$ cat config.mk
export PLATFORM = sky130hd
export DESIGN_NAME = alu_func_unit
export DESIGN_NICKNAME = d
export VERILOG_FILES = /design/src/rtl/data_structures_pkg.sv /design/src/rtl/alu_result_fifo.sv /design/src/rtl/alu_func_unit.sv
export SDC_FILE = /design/constraint.sdc
export NUM_CORES = 2
export LEC_CHECK = 0
export ABC_AREA = 1
export BUFFER_PORTS_ARGS = -buffer_cell sky130_fd_sc_hd__buf_2
export CORE_AREA = 3 3 288 290
export CTS_BUF_LIST = sky130_fd_sc_hd__clkbuf_2
export CTS_CLUSTER_SIZE = 24
export DETAILED_ROUTE_END_ITERATION = 8
export DIE_AREA = 0 0 291 293
export PLACE_DENSITY = 0.67
export SKIP_LAST_GASP = 1
export SYNTH_ARGS = -nofsm -noshare
export SYNTH_HDL_FRONTEND = slang
export SYNTH_SLANG_ARGS = --single-unit
$ cat constraint.sdc
create_clock -name in_clk -period 16.2 [get_ports in_clk]
set_input_delay 4.05 -clock in_clk [delete_from_list [all_inputs] [get_ports in_clk]]
set_output_delay 4.05 -clock in_clk [all_outputs]
set_load 0.005 [all_outputs]
$ cat src/rtl/data_structures_pkg.sv
// Shared datapath types: operand/tag widths, ALU opcodes, flags and the
// ALU result entry that is buffered toward the ROB.
`ifndef GPR_SIZE
`define GPR_SIZE 64
`endif
`ifndef ROB_IDX_SIZE
`define ROB_IDX_SIZE 5
`endif

package data_structures;

  typedef enum logic [3:0] {
    PLUS   = 4'd0,
    MINUS  = 4'd1,
    AND    = 4'd2,
    ORR    = 4'd3,
    EOR    = 4'd4,
    LSL    = 4'd5,
    LSR    = 4'd6,
    ASR    = 4'd7,
    PASS_A = 4'd8,
    MUL    = 4'd9
  } alu_op_t;

  typedef struct packed {
    logic n;
    logic z;
    logic c;
    logic v;
  } nzcv_t;

  typedef struct packed {
    logic [`GPR_SIZE-1:0]    value;
    logic [`ROB_IDX_SIZE-1:0] tag;
    logic                     set_nzcv;
    nzcv_t                    nzcv;
  } alu_result_t;

endpackage

$ cat src/rtl/alu_result_fifo.sv
// Circular result buffer between the execute stage and the ROB, with a
// synchronous flush that empties it in one edge.
module alu_result_fifo
  import data_structures::*;
#(
  parameter int unsigned Depth = 4,
  localparam int unsigned PtrW = $clog2(Depth),
  localparam int unsigned CntW = $clog2(Depth + 1)
) (
  input  logic            in_clk,
  input  logic            in_rst,
  input  logic            in_flush,
  input  logic            in_push,
  input  alu_result_t     in_push_data,
  input  logic            in_pop,
  output alu_result_t     out_head,
  output logic [CntW-1:0] out_count,
  output logic            out_not_empty
);

  alu_result_t     mem_q [Depth];
  logic [PtrW-1:0] wptr_q, rptr_q;
  logic [CntW-1:0] count_q;
  logic            do_push, do_pop;

  function automatic logic [PtrW-1:0] ptr_inc(input logic [PtrW-1:0] p);
    return (p == PtrW'(Depth - 1)) ? '0 : p + 1'b1;
  endfunction

  // Empty pops are dropped so the count can never underflow.
  assign do_pop  = in_pop & (count_q != '0);
  assign do_push = in_push & ((count_q != CntW'(Depth)) | do_pop);

  // Pointer and occupancy state; flush wins over any push or pop.
  always_ff @(posedge in_clk or negedge in_rst) begin
    if (!in_rst) begin
      wptr_q  <= '0;
      rptr_q  <= '0;
      count_q <= '0;
    end else if (in_flush) begin
      wptr_q  <= '0;
      rptr_q  <= '0;
      count_q <= '0;
    end else begin
      if (do_push) wptr_q <= ptr_inc(wptr_q);
      if (do_pop)  rptr_q <= ptr_inc(rptr_q);
      unique case ({do_push, do_pop})
        2'b10:   count_q <= count_q + 1'b1;
        2'b01:   count_q <= count_q - 1'b1;
        default: count_q <= count_q;
      endcase
    end
  end

  // Entry storage; contents are only visible while counted as valid.
  always_ff @(posedge in_clk) begin
    if (do_push && !in_flush) mem_q[wptr_q] <= in_push_data;
  end

  assign out_head      = mem_q[rptr_q];
  assign out_count     = count_q;
  assign out_not_empty = (count_q != '0);

endmodule

$ cat src/rtl/alu_func_unit.sv
// Single-cycle ALU functional unit: issue register, inline arithmetic and a
// result FIFO toward the ROB. Define ALU_FUNC_UNIT_MUL_EN to build the
// 64x64 multiplier for MUL; otherwise MUL is an unsupported op.
module alu_func_unit
  import data_structures::*;
#(
  parameter int unsigned RESULT_FIFO_DEPTH = 4
) (
  input  logic                     in_clk,
  input  logic                     in_rst,
  input  logic                     in_rs_start,
  input  alu_op_t                  in_rs_op,
  input  logic [`GPR_SIZE-1:0]     in_rs_val_a,
  input  logic [`GPR_SIZE-1:0]     in_rs_val_b,
  input  logic [`ROB_IDX_SIZE-1:0] in_rs_dst_rob_index,
  input  logic                     in_rs_set_nzcv,
  input  nzcv_t                    in_rs_nzcv,
  output logic                     out_rs_ready,
  output logic                     out_rob_done,
  output logic [`ROB_IDX_SIZE-1:0] out_rob_dst_rob_index,
  output logic [`GPR_SIZE-1:0]     out_rob_value,
  output logic                     out_rob_set_nzcv,
  output nzcv_t                    out_rob_nzcv,
  input  logic                     in_rob_ready,
  input  logic                     in_rob_is_mispred
);

  localparam int unsigned CntW = $clog2(RESULT_FIFO_DEPTH + 1);

  logic                     exec_valid_q;
  alu_op_t                  exec_op_q;
  logic [`GPR_SIZE-1:0]     exec_a_q, exec_b_q;
  logic [`ROB_IDX_SIZE-1:0] exec_tag_q;
  logic                     exec_set_q;
  nzcv_t                    exec_nzcv_q;

  logic            accept, push, pop;
  logic [CntW-1:0] fifo_count;
  logic            fifo_not_empty;
  logic [CntW:0]   occupancy;
  alu_result_t     exec_result, fifo_head;

  logic [`GPR_SIZE:0]   sum;
  logic [`GPR_SIZE-1:0] res;
  logic                 carry, ovf, supported;

  // Reserve a FIFO slot for the op sitting in execute, so pushes never stall.
  always_comb begin
    occupancy = {1'b0, fifo_count} + {{CntW{1'b0}}, exec_valid_q};
  end

  assign out_rs_ready = occupancy < (CntW + 1)'(RESULT_FIFO_DEPTH);
  assign accept       = in_rs_start & out_rs_ready & ~in_rob_is_mispred;
  assign push         = exec_valid_q & ~in_rob_is_mispred;
  assign pop          = fifo_not_empty & in_rob_ready & ~in_rob_is_mispred;

  // Execute-stage valid bit; a flush squashes the op being issued.
  always_ff @(posedge in_clk or negedge in_rst) begin
    if (!in_rst) exec_valid_q <= 1'b0;
    else         exec_valid_q <= accept;
  end

  // Execute-stage payload, only meaningful while exec_valid_q is set.
  always_ff @(posedge in_clk) begin
    if (accept) begin
      exec_op_q   <= in_rs_op;
      exec_a_q    <= in_rs_val_a;
      exec_b_q    <= in_rs_val_b;
      exec_tag_q  <= in_rs_dst_rob_index;
      exec_set_q  <= in_rs_set_nzcv;
      exec_nzcv_q <= in_rs_nzcv;
    end
  end

  // Result and flag computation from the execute register.
  always_comb begin
    sum       = '0;
    res       = '0;
    carry     = 1'b0;
    ovf       = 1'b0;
    supported = 1'b1;
    unique case (exec_op_q)
      PLUS: begin
        sum   = {1'b0, exec_a_q} + {1'b0, exec_b_q};
        res   = sum[`GPR_SIZE-1:0];
        carry = sum[`GPR_SIZE];
        ovf   = (exec_a_q[`GPR_SIZE-1] == exec_b_q[`GPR_SIZE-1]) &&
                (res[`GPR_SIZE-1] != exec_a_q[`GPR_SIZE-1]);
      end
      MINUS: begin
        // a + ~b + 1: carry-out set means no borrow.
        sum   = {1'b0, exec_a_q} + {1'b0, ~exec_b_q} + 1'b1;
        res   = sum[`GPR_SIZE-1:0];
        carry = sum[`GPR_SIZE];
        ovf   = (exec_a_q[`GPR_SIZE-1] != exec_b_q[`GPR_SIZE-1]) &&
                (res[`GPR_SIZE-1] != exec_a_q[`GPR_SIZE-1]);
      end
      AND:    res = exec_a_q & exec_b_q;
      ORR:    res = exec_a_q | exec_b_q;
      EOR:    res = exec_a_q ^ exec_b_q;
      LSL:    res = exec_a_q << exec_b_q[5:0];
      LSR:    res = exec_a_q >> exec_b_q[5:0];
      ASR:    res = $signed(exec_a_q) >>> exec_b_q[5:0];
      PASS_A: res = exec_a_q;
`ifdef ALU_FUNC_UNIT_MUL_EN
      MUL:    res = exec_a_q * exec_b_q;
`else
      MUL:    supported = 1'b0;
`endif
      default: supported = 1'b0;
    endcase

    exec_result.value    = supported ? res : '0;
    exec_result.tag      = exec_tag_q;
    exec_result.set_nzcv = supported & exec_set_q;
    exec_result.nzcv     = exec_nzcv_q;
    if (exec_result.set_nzcv) begin
      exec_result.nzcv = '{n: res[`GPR_SIZE-1], z: (res == '0), c: carry, v: ovf};
    end
  end

  alu_result_fifo #(
    .Depth (RESULT_FIFO_DEPTH)
  ) u_result_fifo (
    .in_clk        (in_clk),
    .in_rst        (in_rst),
    .in_flush      (in_rob_is_mispred),
    .in_push       (push),
    .in_push_data  (exec_result),
    .in_pop        (pop),
    .out_head      (fifo_head),
    .out_count     (fifo_count),
    .out_not_empty (fifo_not_empty)
  );

  // Outputs are zeroed whenever nothing is valid, which also covers reset.
  always_comb begin
    out_rob_done          = fifo_not_empty;
    out_rob_value         = fifo_not_empty ? fifo_head.value : '0;
    out_rob_dst_rob_index = fifo_not_empty ? fifo_head.tag : '0;
    out_rob_set_nzcv      = fifo_not_empty & fifo_head.set_nzcv;
    out_rob_nzcv          = fifo_not_empty ? fifo_head.nzcv : '0;
  end

endmodule
== Yosys cells after proc, flatten, opt, wreduce, memory -nomap -nowiden ==
Memories as Yosys holds them, arrays and structs flattened.
Cells that the tools add are included.

* Flip-flop bits (word level): 150
* Bits in writable memories: 296
* Input port bits: 147
* Logic and storage cells: 88
* Memories: 1

* Add/subtract/negate cells: 8
* Magnitude comparators: 1
* Equal/unequal tests: 17
* Shifts and indexed selects: 3
* Multiplexer cells: 19
* Bitwise operators: 15
* Reductions and logical operators: 11

{| class="wikitable"
|+ Memories
! memory !! words !! bits a word !! read ports !! clocked after memory_dff !! wr ports !! line !! source
|-
| u_result_fifo.mem_q || 4 || 74 || 1 || 0 || 1 || alu_result_fifo.sv:21 || <nowiki>alu_result_t mem_q [Depth];</nowiki>
|}

{| class="wikitable"
|+ Operator list
! operator !! number
|-
| one-hot mux 64 bit (9 select lines) || 1
|-
| adder 64 x 64 -> 65 bit || 2
|-
| 2-to-1 mux 64 bit || 2
|-
| adder 65 x 1 -> 65 bit (second input constant) || 1
|-
| AND 64 bit || 1
|-
| zero test 64 bit || 1
|-
| NOT 64 bit || 1
|-
| bitwise OR 64 bit || 1
|-
| left shift 64 x 6 -> 64 bit || 1
|-
| right shift 64 x 6 -> 64 bit || 1
|-
| >>> shifter 64 x 6 -> 64 bit || 1
|-
| XOR 64 bit || 1
|-
| == test 4 x 3 -> 1 bit (second input constant) || 4
|-
| 2-to-1 mux 2 bit || 6
|-
| AND 1 bit || 9
|-
| OR reduction 9 bit || 1
|-
| == test 4 x 2 -> 1 bit (second input constant) || 2
|-
| 2-to-1 mux 4 bit || 2
|-
| == test 2 bit (second input constant) || 3
|-
| one-hot mux 3 bit (2 select lines) || 1
|-
| nonzero test 3 bit || 2
|-
| 2-to-1 mux 5 bit || 1
|-
| adder 2 x 1 -> 2 bit (second input constant) || 2
|-
| adder 3 x 1 -> 4 bit || 1
|-
| 18 further kinds || 26
|}

== Logic depth before layout (Yosys ltp) ==
* Word-level depth: 9
* Mapped depth: 29
* Mapped depth without buffers: 25

== Modules after synthesis ==
Synthesis repeated with hierarchy kept, for this count alone.

* Cells, all modules: 6251
* Area, all modules: 41152.0 um^2

{| class="wikitable"
|+ By module, submodules not included
! module !! times used !! cells each !! area an instance (um^2) !! seq. area each (um^2)
|-
| alu_func_unit || 1 || 5470 || 29243.0 || 4289.1
|-
| alu_result_fifo || 1 || 781 || 11908.9 || 9063.7
|}

== Worst setup path after synthesis ==
OpenSTA, ideal clock, no wires.

* Path kind: input to register
* Start: input port in_rob_is_mispred
* End: register exec_valid_q
* Setup time: 750 ps
* Arrival: 10095 ps
* Required time: 15450 ps
* Setup slack: 5356 ps
* Cell stages on the path: 3
* Path buffers: 0
* Cells stage by stage: inv_1 > nand2_1 > nor2_1

* Word-level cells in the longest chain between the ends: 2

{| class="wikitable"
|+ Ends and longest elaborated chain
! item !! line !! source
|-
| start: declaration || alu_func_unit.sv:25 || <nowiki>input logic in_rob_is_mispred</nowiki>
|-
| NOT 1 bit || alu_func_unit.sv:53 || <nowiki>assign accept = in_rs_start & out_rs_ready & ~in_rob_is_mispred;</nowiki>
|-
| AND 1 bit || alu_func_unit.sv:53 ||
|-
| via accept || alu_func_unit.sv:37 || <nowiki>logic accept, push, pop;</nowiki>
|-
| end signal: assignment || alu_func_unit.sv:60 || <nowiki>else exec_valid_q <= accept;</nowiki>
|-
| end: declaration || alu_func_unit.sv:30 || <nowiki>logic exec_valid_q;</nowiki>
|}

The timed path passes the listed nets, and every way through them passes these cells.
A chain may end at the register's enable or synchronous reset.

== Final worst setup path ==
* Start: register u_result_fifo.rptr_q[0]
* End: output port out_rob_value[21]

* Word-level cells in the longest chain between the ends: 2

{| class="wikitable"
|+ Ends and longest elaborated chain
! item !! line !! source
|-
| start: declaration || alu_result_fifo.sv:22 || <nowiki>logic [PtrW-1:0] wptr_q, rptr_q;</nowiki>
|-
| start signal: assignment || alu_result_fifo.sv:46 || <nowiki>if (do_pop) rptr_q <= ptr_inc(rptr_q);</nowiki>
|-
| memory read (4 x 74 bit) || n/a ||
|-
| 2-to-1 mux 64 bit || alu_func_unit.sv:139 || <nowiki>out_rob_value = fifo_not_empty ? fifo_head.value : '0;</nowiki>
|-
| end: declaration || alu_func_unit.sv:21 || <nowiki>output logic [`GPR_SIZE-1:0] out_rob_value,</nowiki>
|}

Every way passes these cells.

==> impl_metrics.csv <==
group,metric,value,unit
logic_synthesis,synth_top_area_share,32.8,%
logic_synthesis,ys_seq_elements,446,
logic_synthesis,synth.distinct_cells,48,
clocking,clk_latency,1370,ps
power,vdd_drop_max,114,uV
floorplanning,start_util,49.8,%
route,avgRoutedWirePerCell,24.9,um
logic_synthesis,postSynthAreaPerCell,6.38,sq um
finish,layout_commonest_cell,"nand2_1",
logic_synthesis,synth-simple-area-share,40.2,%
logic_synthesis,synth_area_leader_cell,"edfxtp_1",
timing,worst_slew_pin_slew,1280,ps
timing,finalHoldViolations,0,
timing,slew_viol_final,0,
floorplanning,die_height,293,um
timing,slew_headroom,14.0,%
global_route,grt_overflow,0,
logic_synthesis,yosys.area_share.xor_xnor,0.153,%
clocking,cts_buffer_depth,3,
critical_path,worstPathRequired,12150,ps
critical_path,worstSetupPathType,"reg -> out",
critical_path,worstPathArrival,4130,ps
placement,gp_routability_congestion,1.13,
floorplanning,pin_count,223,
clocking,cts-root-buf,"clkbuf_2",
timing,finalCriticalPeriod,8180,ps
route,ant_nets,0,
logic_synthesis,synth_fa_ha_area_share,6.33,%
timing,setup_viol,0,
logic_synthesis,synth-seq-area-share,33.3,%
clocking,cts_resized,0,
global_route,grt_antenna_before_repair,7,
logic_synthesis,synthCells,6281,
logic_synthesis,async_reset_ff_share,1.79,%
route,drc,0,
timing,fmax,0.122,GHz
logic_synthesis,synth_top_family_by_area,"simple AND/OR/NAND/NOR gates",
floorplanning,die_width,291,um
logic_synthesis,ys.warnings.count,0,
clocking,hold_buffers,0,
clocking,cts_tree,"done",
critical_path,cp-end-kind,"output pin",
finish,drive_gt1_share,7.09,%
clocking,cts_buffers,106,
timing,fin_tns_setup,0,ps
route,vias,45000,
flow_run,cap_violations,0,
timing,holdWs,506,ps
critical_path,worst-path-max-fanout,77,
power,power_density,107,mW/mm^2
timing,final.period_utilization,50.5,%
finish,num-nets-final,6718,
placement,dp_hpwl,149,mm
critical_path,cp-startpoint,"u_result_fifo.rptr_q[0]",
logic_synthesis,synthTopCellsByArea,"edfxtp_1, nand2_1, nand3_1",
global_route,track_usage,42.6,%
logic_synthesis,syn_area,0.0401,sq mm
finish,layout_common_cells,"nand2_1, nand3_1, inv_1, nor2_1, edfxtp_1",
critical_path,worst_r2r_startpoint,"exec_b_q[2]",
clocking,cts_sinks,446,
logic_synthesis,synthMuxAreaShare,0,%
global_route,grt_pass1_vias,41200,
min_path,hold_start,"exec_tag_q[1]",
min_path,hp-class,"reg -> reg",
logic_synthesis,synth_nets,6629,
clocking,clkTransAtPathRegs,100,ps
logic_synthesis,synth_flop_cell,"edfxtp_1",
power,power.leakage,0.0214,uW
floorplanning,rows,104,
critical_path,start_kind,"register",
placement,place_ws,9310,ps
route,routed_wl,187,mm
timing,setup_ws,8020,ps
clocking,htree_levels,3,
logic_synthesis,synth_compound_area_share,9.05,%
logic_synthesis,synth_edf_count,438,
outcome,status,"finished, final reports clean",
global_route,grt_pass1_wl,269,mm
clocking,cts_setup_buffers,0,
timing,grt_setup_unrepaired,"false",
finish,area_growth,6.68,%
finish,post-route-util,53.1,%
route,drt-pass1-iter-count,7,
placement,io_buffer_count,222,
global_route,grt_max_degree,91,
timing,fin_skew,208,ps
floorplanning,core_area,0.0805,sq mm
route,drt_iter0_drc,6519,
floorplanning,die-area,0.0853,sq mm
route,vias_per_cell,5.99,
## path summary, 6_finish.rpt
kind,end,slack (ps),cells after the start
min in group asynchronous,u_result_fifo.out_count[1],2650,1
setup reg to reg,u_result_fifo.mem_q[3][2],10410,19
hold reg to reg,u_result_fifo.mem_q[2][6],510,0
max in group asynchronous,u_result_fifo.rptr_q[0],13330,1
hold / removal,u_result_fifo.mem_q[2][6],510,0
setup / recovery,out_rob_value[21],8020,5
## layer usage
metal | wire [um] | up-vias | share of wire (%) | GRT usage [%]
li1 | - | 20800 | - | -
met1 | 73600 | 20800 | 39 | 56.2
met2 | 79000 | 2911 | 42 | 63.3
met3 | 22500 | 486 | 12 | 11.1
met4 | 12100 | 6 | 6.5 | 24.4
met5 | 218 | - | 0.12 | 1.55
## cell usage after synthesis, types with 4 or more instances
library cell,number
o21ai_0,267
a211oi_1,15
a221oi_1,15
o22ai_1,56
o211ai_1,10
and2_1,6
buf_1,62
xor2_1,7
nor3_1,36
a21oi_1,236
a31oi_1,4
nand4_1,49
clkbuf_1,118
buf_6,5
nand3_1,1153
edfxtp_1,438
o21bai_1,24
inv_2,5
buf_2,102
o221ai_1,11
ha_1,198
nand2_1,1838
dfrtp_1,8
inv_1,825
o21ai_1,7
nor2_1,746
## where the power goes
group	switching [uW]	total, uW	internal [uW]
logic	1680	2300	616
clock network	466	786	321
registers	110	1510	1400
total	2260	4590	2330
## per-stage QoR
step / total power, uW / instances / cell area [sq um]
after floorplan: 2890 / 6281 / 40100
after global placement: 3720 / 7322 / 41700
after detailed placement: 3730 / 7322 / 41700
after CTS: 4520 / 7510 / 42800
after global routing: 4870 / 7513 / 42800
final: 4590 / 7515 / 42800
## worst max-delay path, stage by stage, from the launching register on
cell and delay, ps:
dfrtp_4 850, clkinv_2 830, buf_4 590, o21ai_0 260
a21oi_1 120, buf_2 160
## cell type report
class / count / area (sq um)
Multi-Input combinational cell: 4712 / 22400
Tap cell: 1060 / 1330
Timing Repair Buffer: 271 / 1480
Antenna cell: 5 / 12.5
Clock buffer: 136 / 681
Inverter: 833 / 3130
Fill cell: 8418 / 37800
Sequential cell: 446 / 13400
Clock inverter: 52 / 375
## cells by family after synthesis
kind of cell	Yosys count
and+or+nand+nor	3846
buffers and inverters	1123
AOI/OAI and AO/OA	658
DFF	446
adders and majority gates	201
xor gates and xnor gates	7
## sequential cells by signal, summed over array words and instances, names as in the netlist
name / flops
exec_a_q: 64
exec_b_q: 64
exec_nzcv_q: 4
exec_op_q: 4
exec_set_q: 1
exec_tag_q: 5
exec_valid_q: 1
u_result_fifo.mem_q: 296
u_result_fifo.out_count: 3
u_result_fifo.rptr_q: 2
u_result_fifo.wptr_q: 2
(Power assumes the default switching activity.)
